[src/rtl/opcodes.sv]
// picoMIPS opcode encodings shared by the decoder, the program-load encoder and their benches.
`ifndef OPCODES_SV
`define OPCODES_SV
`define NOP  6'b000000
`define ADD  6'b000001
`define ADDI 6'b000010
`define LDI  6'b000011
`endif

[src/rtl/instr_encoder.sv]
// picoMIPS program-load encoder: packs handshaked instruction fields into 20-bit words,
// buffers them in a small FIFO and writes them to program memory from address 0.
`include "opcodes.sv"

module instr_encoder #(
  parameter int unsigned PSIZE = 6,
  parameter int unsigned DEPTH = 4
) (
  input  logic             clk,
  input  logic             reset,
  input  logic             start,
  input  logic             in_valid,
  output logic             in_ready,
  input  logic [5:0]       in_opcode,
  input  logic [2:0]       in_rd,
  input  logic [2:0]       in_rs,
  input  logic [7:0]       in_imm,
  input  logic             in_last,
  output logic             pm_we,
  input  logic             pm_ready,
  output logic [PSIZE-1:0] pm_addr,
  output logic [19:0]      pm_wdata,
  output logic             busy,
  output logic             done,
  output logic             ovf,
  output logic             illegal,
  output logic [7:0]       err_count
);

  localparam int unsigned AW = $clog2(DEPTH);
  localparam logic [AW:0]       PTR_ONE  = 1;
  localparam logic [PSIZE-1:0]  ADDR_ONE = 1;

  typedef enum logic [1:0] {IDLE, LOAD, DONE} state_t;

  state_t      state, state_nxt;
  logic [19:0] fifo [DEPTH];
  logic [AW:0] wptr, rptr;
  logic        fifo_full, fifo_empty, one_left;
  logic        push, pop, last_seen, addr_max, session_start;
  logic        is_illegal;
  logic [19:0] enc_word;

  assign fifo_empty    = (wptr == rptr);
  assign fifo_full     = (wptr[AW] != rptr[AW]) && (wptr[AW-1:0] == rptr[AW-1:0]);
  assign one_left      = ((wptr - rptr) == PTR_ONE);
  assign addr_max      = (pm_addr == '1);
  assign session_start = start && (state != LOAD);

  // Fullness comes from registered pointers only, so a same-cycle pop never frees a slot.
  assign in_ready = (state == LOAD) && !fifo_full && !last_seen && !ovf;
  assign push     = in_valid && in_ready;
  assign pm_we    = !fifo_empty && (state == LOAD);
  assign pop      = pm_we && pm_ready;
  assign pm_wdata = pm_we ? fifo[rptr[AW-1:0]] : '0;
  assign busy     = (state == LOAD);
  assign done     = (state == DONE);

  always_comb begin
    enc_word   = {`NOP, 14'd0};
    is_illegal = 1'b0;
    case (in_opcode)
      `NOP:    enc_word = {`NOP, 14'd0};
      `ADD:    enc_word = {`ADD, in_rd, in_rs, 8'h00};
      `ADDI:   enc_word = {`ADDI, in_rd, in_rs, in_imm};
      `LDI:    enc_word = {`LDI, in_rd, 3'd0, in_imm};
      default: is_illegal = 1'b1;
    endcase
  end

  always_comb begin
    state_nxt = state;
    case (state)
      IDLE, DONE: if (start) state_nxt = LOAD;
      LOAD:       if (pop && (addr_max || (last_seen && one_left))) state_nxt = DONE;
      default:    state_nxt = IDLE;
    endcase
  end

  always_ff @(posedge clk) begin
    if (reset) state <= IDLE;
    else       state <= state_nxt;
  end

  always_ff @(posedge clk) begin
    if (push) fifo[wptr[AW-1:0]] <= enc_word;
  end

  always_ff @(posedge clk) begin
    if (reset) begin
      wptr      <= '0;
      rptr      <= '0;
      pm_addr   <= '0;
      ovf       <= 1'b0;
      last_seen <= 1'b0;
      illegal   <= 1'b0;
      err_count <= '0;
    end else begin
      illegal <= 1'b0;
      if (session_start) begin
        wptr      <= '0;
        rptr      <= '0;
        pm_addr   <= '0;
        ovf       <= 1'b0;
        last_seen <= 1'b0;
        err_count <= '0;
      end else if (state == LOAD) begin
        if (push) begin
          wptr <= wptr + PTR_ONE;
          if (in_last) last_seen <= 1'b1;
          if (is_illegal) begin
            illegal <= 1'b1;
            if (err_count != 8'hFF) err_count <= err_count + 8'd1;
          end
        end
        if (pop) begin
          rptr <= rptr + PTR_ONE;
          if (addr_max) begin
            // Overflow discards whatever is still queued, including a word pushed this cycle.
            ovf  <= 1'b1;
            wptr <= '0;
            rptr <= '0;
          end else begin
            pm_addr <= pm_addr + ADDR_ONE;
          end
        end
      end
    end
  end

endmodule

[config.mk]
export PLATFORM = sky130hd
export DESIGN_NAME = instr_encoder
export DESIGN_NICKNAME = d
export VERILOG_FILES = /design/src/rtl/instr_encoder.sv
export VERILOG_INCLUDE_DIRS = /design/src /design/src/rtl
export SDC_FILE = /design/constraint.sdc
export NUM_CORES = 1
export LEC_CHECK = 0
export BUFFER_PORTS_ARGS = -buffer_cell sky130_fd_sc_hd__buf_4
export CAP_MARGIN = 20
export CORE_MARGIN = 1.5
export CORE_UTILIZATION = 56
export CTS_BUF_LIST = sky130_fd_sc_hd__clkbuf_16
export DETAILED_ROUTE_END_ITERATION = 10
export PLACE_DENSITY = 0.79
export SETUP_SLACK_MARGIN = 0.5
export SLEW_MARGIN = 20
export SYNTH_ARGS = -nofsm -noshare
export SYNTH_HDL_FRONTEND = slang
export SYNTH_SLANG_ARGS = --single-unit
[constraint.sdc]
create_clock -name clk -period 3.7 [get_ports clk]
set_clock_uncertainty 0.2 [all_clocks]
set_input_delay 0.555 -clock clk [delete_from_list [all_inputs] [get_ports clk]]
set_output_delay 0.555 -clock clk [all_outputs]
set_load 0.01 [all_outputs]
* Word level (Yosys, flattened, before mapping)
Memories as Yosys holds them, arrays and structs flattened. A register that Yosys moved wholly into a read port is not among the register bits.
Index checks and enable logic that the tools add are counted.
** Word-level totals
- Flip-flop bits (word level) :: 25
- RAM bits :: 64
- Bits of input ports :: 26
- Memories kept :: 1
** Memories
- fifo :: depth 4, width 16, rd ports 1, clocked after Yosys merged registers in 1, write ports 1, line instr_encoder.sv:37 : logic [19:0] fifo [DEPTH];
** Operators by class
- $add $sub $neg :: 5
- Eq/ne operators :: 14
- Mux-type cells :: 14
- Bitwise operators :: 4
- Reductions and logical operators :: 27
** Operators by type and width (count)
- 16-bit case mux with 3 select lines :: 1
- 20-bit two-way mux :: 1
- 6-bit by 2-bit == test with 1-bit output, second input constant :: 2
- 3-bit two-way mux :: 4
- 1-bit logical AND :: 10
- 3-bit AND reduction :: 3
- 8-bit by 1-bit adder with 8-bit output, second input constant :: 1
- 2-bit two-way mux :: 4
- 8-bit inequality test, second input constant :: 1
- 4-bit OR reduction :: 2
- 3-bit by 1-bit adder with 3-bit output, second input constant :: 2
- 6-bit by 1-bit adder with 6-bit output, second input constant :: 1
- 6-bit by 1-bit == test with 1-bit output, second input constant :: 1
- 6-bit == test, second input constant :: 1
- 6-bit zero test :: 1
- 1-bit zero test :: 4
- 2-bit by 1-bit inequality test with 1-bit output, second input constant :: 2
- 1-bit inverter :: 4
- 2-bit case mux with 2 select lines :: 1
- 2-bit AND reduction :: 2
- 4-bit AND reduction :: 1
- 2-bit OR reduction :: 2
- 3-bit by 1-bit == test with 1-bit output, second input constant :: 1
- 3-bit == test :: 1
- 9 further kinds :: 11

* Depth between registers and ports, before layout
Gate-level depths: netlist of run 1.
- Word-level depth :: 10
- Gate-level depth with buffers :: 7

* Least setup slack after synthesis of run 1
No wires, ideal clock.
- Path kind :: flip-flop to flip-flop
- Start point :: register wptr[0]
- End point :: memory fifo[3][0] (netlist bit), enable pin
- Data arrival time :: 1.991 ns
- Path slack :: 1.121 ns
- Cell stages (with the launch flop) :: 7
- Path buffers :: 1
- Period minus slack after synthesis :: 2.579 ns
- Cell sequence :: dfxtp_1 > inv_1 > ha_1 > nand2_1 > o211ai_2 > buf_4 > nor2_1
** Between the ends
- Cells in the longest elaborated chain, start to end :: 9
** RTL lines
- start, declared :: line instr_encoder.sv:38 : logic [AW:0] wptr, rptr;
- start signal, assigned :: line instr_encoder.sv:109 : wptr <= wptr + PTR_ONE;
- 2-bit == test :: line instr_encoder.sv:45 : assign fifo_full = (wptr[AW] != rptr[AW]) && (wptr[AW-1:0] == rptr[AW-1:0]);
- 1-bit logical AND :: line instr_encoder.sv:45
- 1-bit zero test :: line instr_encoder.sv:51 : assign in_ready = (state == LOAD) && !fifo_full && !last_seen && !ovf;
- 1-bit logical AND (3 in series) :: line instr_encoder.sv:51
- 1-bit logical AND :: line instr_encoder.sv:52 : assign push = in_valid && in_ready;
- 1-bit two-way mux :: line instr_encoder.sv:86 : if (push) fifo[wptr[AW-1:0]] <= enc_word;
- 1-bit two-way mux (implied by the code) :: line instr_encoder.sv:86
- end, declared :: line instr_encoder.sv:37
Parallel ways exist; a longest one is shown, timed or not.

* Worst setup path in the final report of run 1
- Start point :: register wptr[0]
- End point :: output port pm_wdata[3]
** Between the ends
- Cells in the longest elaborated chain, start to end :: 4
** RTL lines
- 3-bit == test :: line instr_encoder.sv:44 : assign fifo_empty = (wptr == rptr);
- 1-bit zero test :: line instr_encoder.sv:53 : assign pm_we = !fifo_empty && (state == LOAD);
- 1-bit logical AND :: line instr_encoder.sv:53
- 20-bit two-way mux :: line instr_encoder.sv:55 : assign pm_wdata = pm_we ? fifo[rptr[AW-1:0]] : '0;
- end, declared :: line instr_encoder.sv:22 : output logic [19:0] pm_wdata,
Every way passes these cells.

==> metrics.cfg, run 1 <==
[routing]
drtPass1Iterations=4
drc=0
viasPerCell=5.72
drt_iter0_drc=126
wl_um=8150
detail_route.wl_per_cell_um=17.9
via_count=2604
drtAntennaViolNets=0

[outcome]
status=finished, final reports clean

[clock_network]
cts_buffers=9
ctsRootBufferMaster=clkbuf_16
cts.path.max_buffers=2
clk_pin_slew_ns=0.06
cts_tree=yes
cts_hold_buf=0
clock_sink_count=91
ctsResizeCount=0
htree_levels=3
post_cts.repair.setup_buffers=0
clk_latency_ns=0.33

[placement]
pre_cts_slack_ns=1.04
portBuffers=61
hpwl_um=5410
gp_congestion=0.828

[sta]
fmax_mhz=346
maxSlewHeadroom=0.429
rsz0062_at_grt=false
hold_viol_final=0
setup_viol=0
tightest_slew_ns=0.857
slew_violations=0
layout_setup_ws_ns=0.811
fin_crit_ns=2.89
holdWs_ns=0.215
tns_ns=0
fin_crit_sh=0.781

[pwr]
swShare=0.235
clock_power_share=0.388
leakagePower_nw=1.86
peakVddDrop_v=0.000349
p_comb_frac=0.122
p_int_mw=1.79
p_sw_uw=552
p_seq_frac=0.490
p_per_area_nw_per_um2=480

[global_route]
antenna_found_initial=0
grt_pass1_wl_um=13000
grt_max_degree=20
grt_pass1_vias=2623
grtUsageTotal=0.230
overflow=0

[synthesis]
synth_area_leader_cell=edfxtp_1
ys_seq_elements=91
synth_edf_count=64
synthTopCellsByArea=edfxtp_1 48%, dfxtp_1 13%, mux4_2 8.9%, ha_1 2.8%, a21oi_1 2.6%
synthArstFlopShare=0
synth_top_area_frac=0.475
ys_types=47
ys.flop_type=edfxtp_1
synth-seq-area-share=0.609
syn_avg_cell_area_sq_um=13.9
synthCells=291
yosysWarningCount=0
synthesis.area_sq_um=4040

[cells_and_area]
diodes=0
layout-drive-gt1-share=0.290
syn_to_final_growth_pct=20.9
final_nets=390
most-common-layout-cells=65 x buf_4, 64 x edfxtp_1, 27 x dfxtp_1, 21 x a21oi_1, 16 x mux4_2
final_common_cell=buf_4

[hold_path]
holdPathEnd=state[1]
hold_start=reset
min_delay_path_depth=2
hp-class=input port to register

[worst_setup_path]
cp.arrival_ns=2.13
ff2ff_setup_slack_ns=1.06
cp-end-kind=output pin
worstPathMaxFanout=17
reg2reg_depth=5
rr_endpoint=fifo[1][5]
worst_setup_path_start_kind=register
r2r-start=wptr[0]
path_class=register to output pin
critPathRequiredTime_ns=2.94

[floorplanning]
core-area_sq_um=6870
dieArea_sq_um=7740
io-pin-count=66
die_w_um=88.0
die_h_um=88.0
start_util=0.589
rows=30

[flow_run]
cap_viol_max_count=0

final cells by class:
class	instances	area, sq um
multi-input combinational	179	1490
clock buffer	9	225
fill	481	1980
timing repair buffer	65	488
inverter	8	30.0
tap	96	120
sequential	91	2460
clock inverter	7	76.3
worst max path at each step:
stage | from | endpoint | slack, ns | depth (start not counted)
after floorplan | wptr[0] | fifo[3][0] | 1.12 | 6
after global placement | wptr[0] | fifo[1][4] | 1.21 | 5
after detailed placement | wptr[0] | fifo[1][4] | 1.04 | 5
after CTS | wptr[0] | pm_wdata[3] | 0.79 | 7
after global routing | wptr[0] | pm_wdata[3] | 0.69 | 7
final | wptr[0] | pm_wdata[3] | 0.81 | 7
worst max-delay path: stages, from the launching register on:
cell	delay [ns]
dfxtp_1	0.40
inv_1	0.11
ha_1	0.31
nand2_1	0.16
o21ai_1	0.21
buf_4	0.24
and2b_1	0.21
buf_4	0.15
state kept, by name (all words and copies together), names as in the netlist, 2 cells and up, named ones only:
register,flops
fifo,64
err_count,8
pm_addr,6
rptr,3
wptr,3
state,2
kinds of logic after synthesis:
family                   after synthesis  share of synthesized area
flip-flops                            91                      0.609
XOR/XNOR                               7                     0.0226
AND/OR/NAND/NOR                       88                      0.134
buffers and inverters                 24                     0.0278
other                                  1                   0.000927
AO/OA/AOI/OAI                         53                     0.0811
multiplexers                          17                     0.0916
adder cells (fa/ha/maj)               10                     0.0328
synth_stat cells, types with 3 or more instances:
cell type and number:
o21ai_0 13, a21oi_1 21, and3_1 9, clkbuf_1 7
buf_4 5, ha_1 9, nor3_1 3, o31ai_1 5
buf_2 3, nand3_1 8, nand2_1 8, and2_1 11
nor2b_1 4, nor2_1 10, or3_1 6, or4_1 8
dfxtp_1 27, inv_1 8, and2b_1 13, xnor2_1 3
edfxtp_1 64, mux4_2 16
power groups by stage:
stage / clock network (mW) / registers [mW] / logic, mW
after floorplan: 0 / 1.17 / 0.182
after global placement: 0 / 1.17 / 0.278
after detailed placement: 0 / 1.17 / 0.286
after CTS: 0.922 / 1.15 / 0.288
after global routing: 0.976 / 1.15 / 0.311
final: 0.910 / 1.15 / 0.285
routing by layer:
metal | routed length [um] | track usage | vias up
met3 | 428 | 0.0405 | 21
met5 | 0 | 0 | -
met1 | 3340 | 0.289 | 1252
li1 | - | - | 1230
met2 | 4150 | 0.390 | 101
met4 | 235 | 0.104 | 0
stage by stage:
stage               instances  utilization  area [sq um]  power (mW)
floorplan                 294            -          4060        1.35
global placement          439        0.668          4590        1.45
detailed placement        439        0.668          4590        1.46
CTS                       455        0.712          4890        2.36
global route              455        0.712          4890        2.44
finish                    455        0.712          4890        2.34
No activity file was read; power rests on OpenSTA's default activity.
==> run 2: changes to the inputs <==
Settings changed: CORE_UTILIZATION 56 to 51, PLACE_DENSITY 0.79 to 0.76.
Clock period 3.7 ns to 2.4 ns, I/O delays scaled along.
==> run 2 against run 1 <==
Against the previous run: power increased by 67%; register-to-register slack got worse by 0.84 ns; sequential power rose by 54%; non-clock buffer count is 34 higher; largest power group unchanged.
==> metrics.cfg, run 2 (synthesis gave the netlist of run 1 again) <==
[outcome]
status=finished, final reports clean

[floorplanning]
io-pin-count=66
core-area_sq_um=7690
die_w_um=92.0
rows=32
dieArea_sq_um=8470
die_h_um=92.0
start_util=0.526

[sta]
setup_viol=0
rsz0062_at_grt=true
fin_crit_ns=2.29
maxSlewHeadroom=0.502
slew_violations=0
hold_viol_final=0
fmax_mhz=436
fin_crit_sh=0.955
layout_setup_ws_ns=0.108
tns_ns=0
tightest_slew_ns=0.747

[clock_network]
clock_sink_count=91
cts_tree=yes
ctsRootBufferMaster=clkbuf_16
cts_buffers=9
cts_hold_buf=0
clk_pin_slew_ns=0.06
clk_latency_ns=0.34
cts.path.max_buffers=2
htree_levels=3

[worst_setup_path]
worstPathMaxFanout=17
worst_setup_path_start_kind=register
critPathRequiredTime_ns=1.84
path_class=register to output pin
cp-end-kind=output pin
cp.arrival_ns=1.73

[pwr]
leakagePower_nw=2.13
p_per_area_nw_per_um2=691
peakVddDrop_v=0.000309

[routing]
wl_met3_um=419
viasPerCell=5.62
wl_met2_um=5050
detail_route.wl_per_cell_um=19.4
drc=0
routed.top_layer=met4
drtAntennaViolNets=0
drt_iter0_drc=112
drtPass1Iterations=4
met1Wirelength_um=3900
via_count=2801
wl_um=9640

[cells_and_area]
diodes=0
largest_reg_flops=64
design_area_sq_um=5650
fillers=499
syn_to_final_growth_pct=39.8
layout-drive-gt1-share=0.482
most-common-layout-cells=81 x buf_4, 64 x edfxtp_1, 18 x dfxtp_1, 16 x mux4_2
stdcell_count=498
final_common_cell=buf_4
final_nets=427

[placement]
hpwl_um=5130
portBuffers=61
placed_area_sq_um=4750
pre_cts_slack_ns=0.289
dp_cells=449
gp_congestion=0.813

[global_route]
grt_pass1_vias=2625
antenna_found_initial=0
grtUsageTotal=0.216
grt_max_degree=19
grt_pass1_wl_um=13600
overflow=0

[hold_path]
hp-class=input port to register

[flow_run]
cap_viol_max_count=0

## run 2: what timing repair did
action	4_1_cts	5_1_grt
pin swaps	9	25
buffers inserted	10	16
gates resized for setup	25	40
endpoints found under the setup margin	94	98
cloned	3	4
## run 2: worst max-delay path, stage by stage, from the launching register on
cell	delay [ns]
dfxtp_2	0.35
inv_4	0.05
ha_4	0.30
nand2_8	0.06
o21ai_4	0.17
buf_12	0.15
and2b_1	0.18
buf_4	0.13
## run 2: area by class of cell
type	count	area (sq um)	share of cell area
Sequential cell	91	2480	0.439
Multi-Input combinational cell	182	1790	0.316
Timing Repair Buffer	99	942	0.167
Clock buffer	9	225	0.0398
Tap cell	102	128	0.0226
Clock inverter	7	55.1	0.00974
Inverter	8	32.5	0.00575
## run 2: routing by layer
layer	global-route usage	vias to the layer above
li1	-	1313
met1	0.252	1391
met2	0.391	79
met3	0.0415	18
met4	0.0821	0
met5	0	-
## run 2: report_power, final
| group | internal [mW] | switching [mW] | leakage (nW) |
|---|---|---|---|
| Sequential | 1.74 | 0.0313 | 0.837 |
| Clock | 0.710 | 0.602 | 0.143 |
| Combinational | 0.435 | 0.387 | 1.15 |
## run 2: path summary, 6_finish.rpt
path / to / from / slack (ns) / depth (start not counted)
setup / recovery: pm_wdata[12] / wptr[0] / 0.11 / 7
hold / removal: state[1] / reset / 0.03 / 2
setup reg to reg: wptr[0] / wptr[0] / 0.22 / 11
hold reg to reg: err_count[5] / err_count[5] / 0.32 / 2
## run 2: stage by stage
stage,util,power (mW),hold slack [ns]
4_1_cts,0.686,3.71,0.0114
3_3_place_gp,0.618,2.29,0.274
6_report,0.735,3.90,0.0252
5_1_grt,0.735,4.04,0.0379
2_1_floorplan,-,2.11,0.229
3_5_place_dp,0.618,2.30,0.283
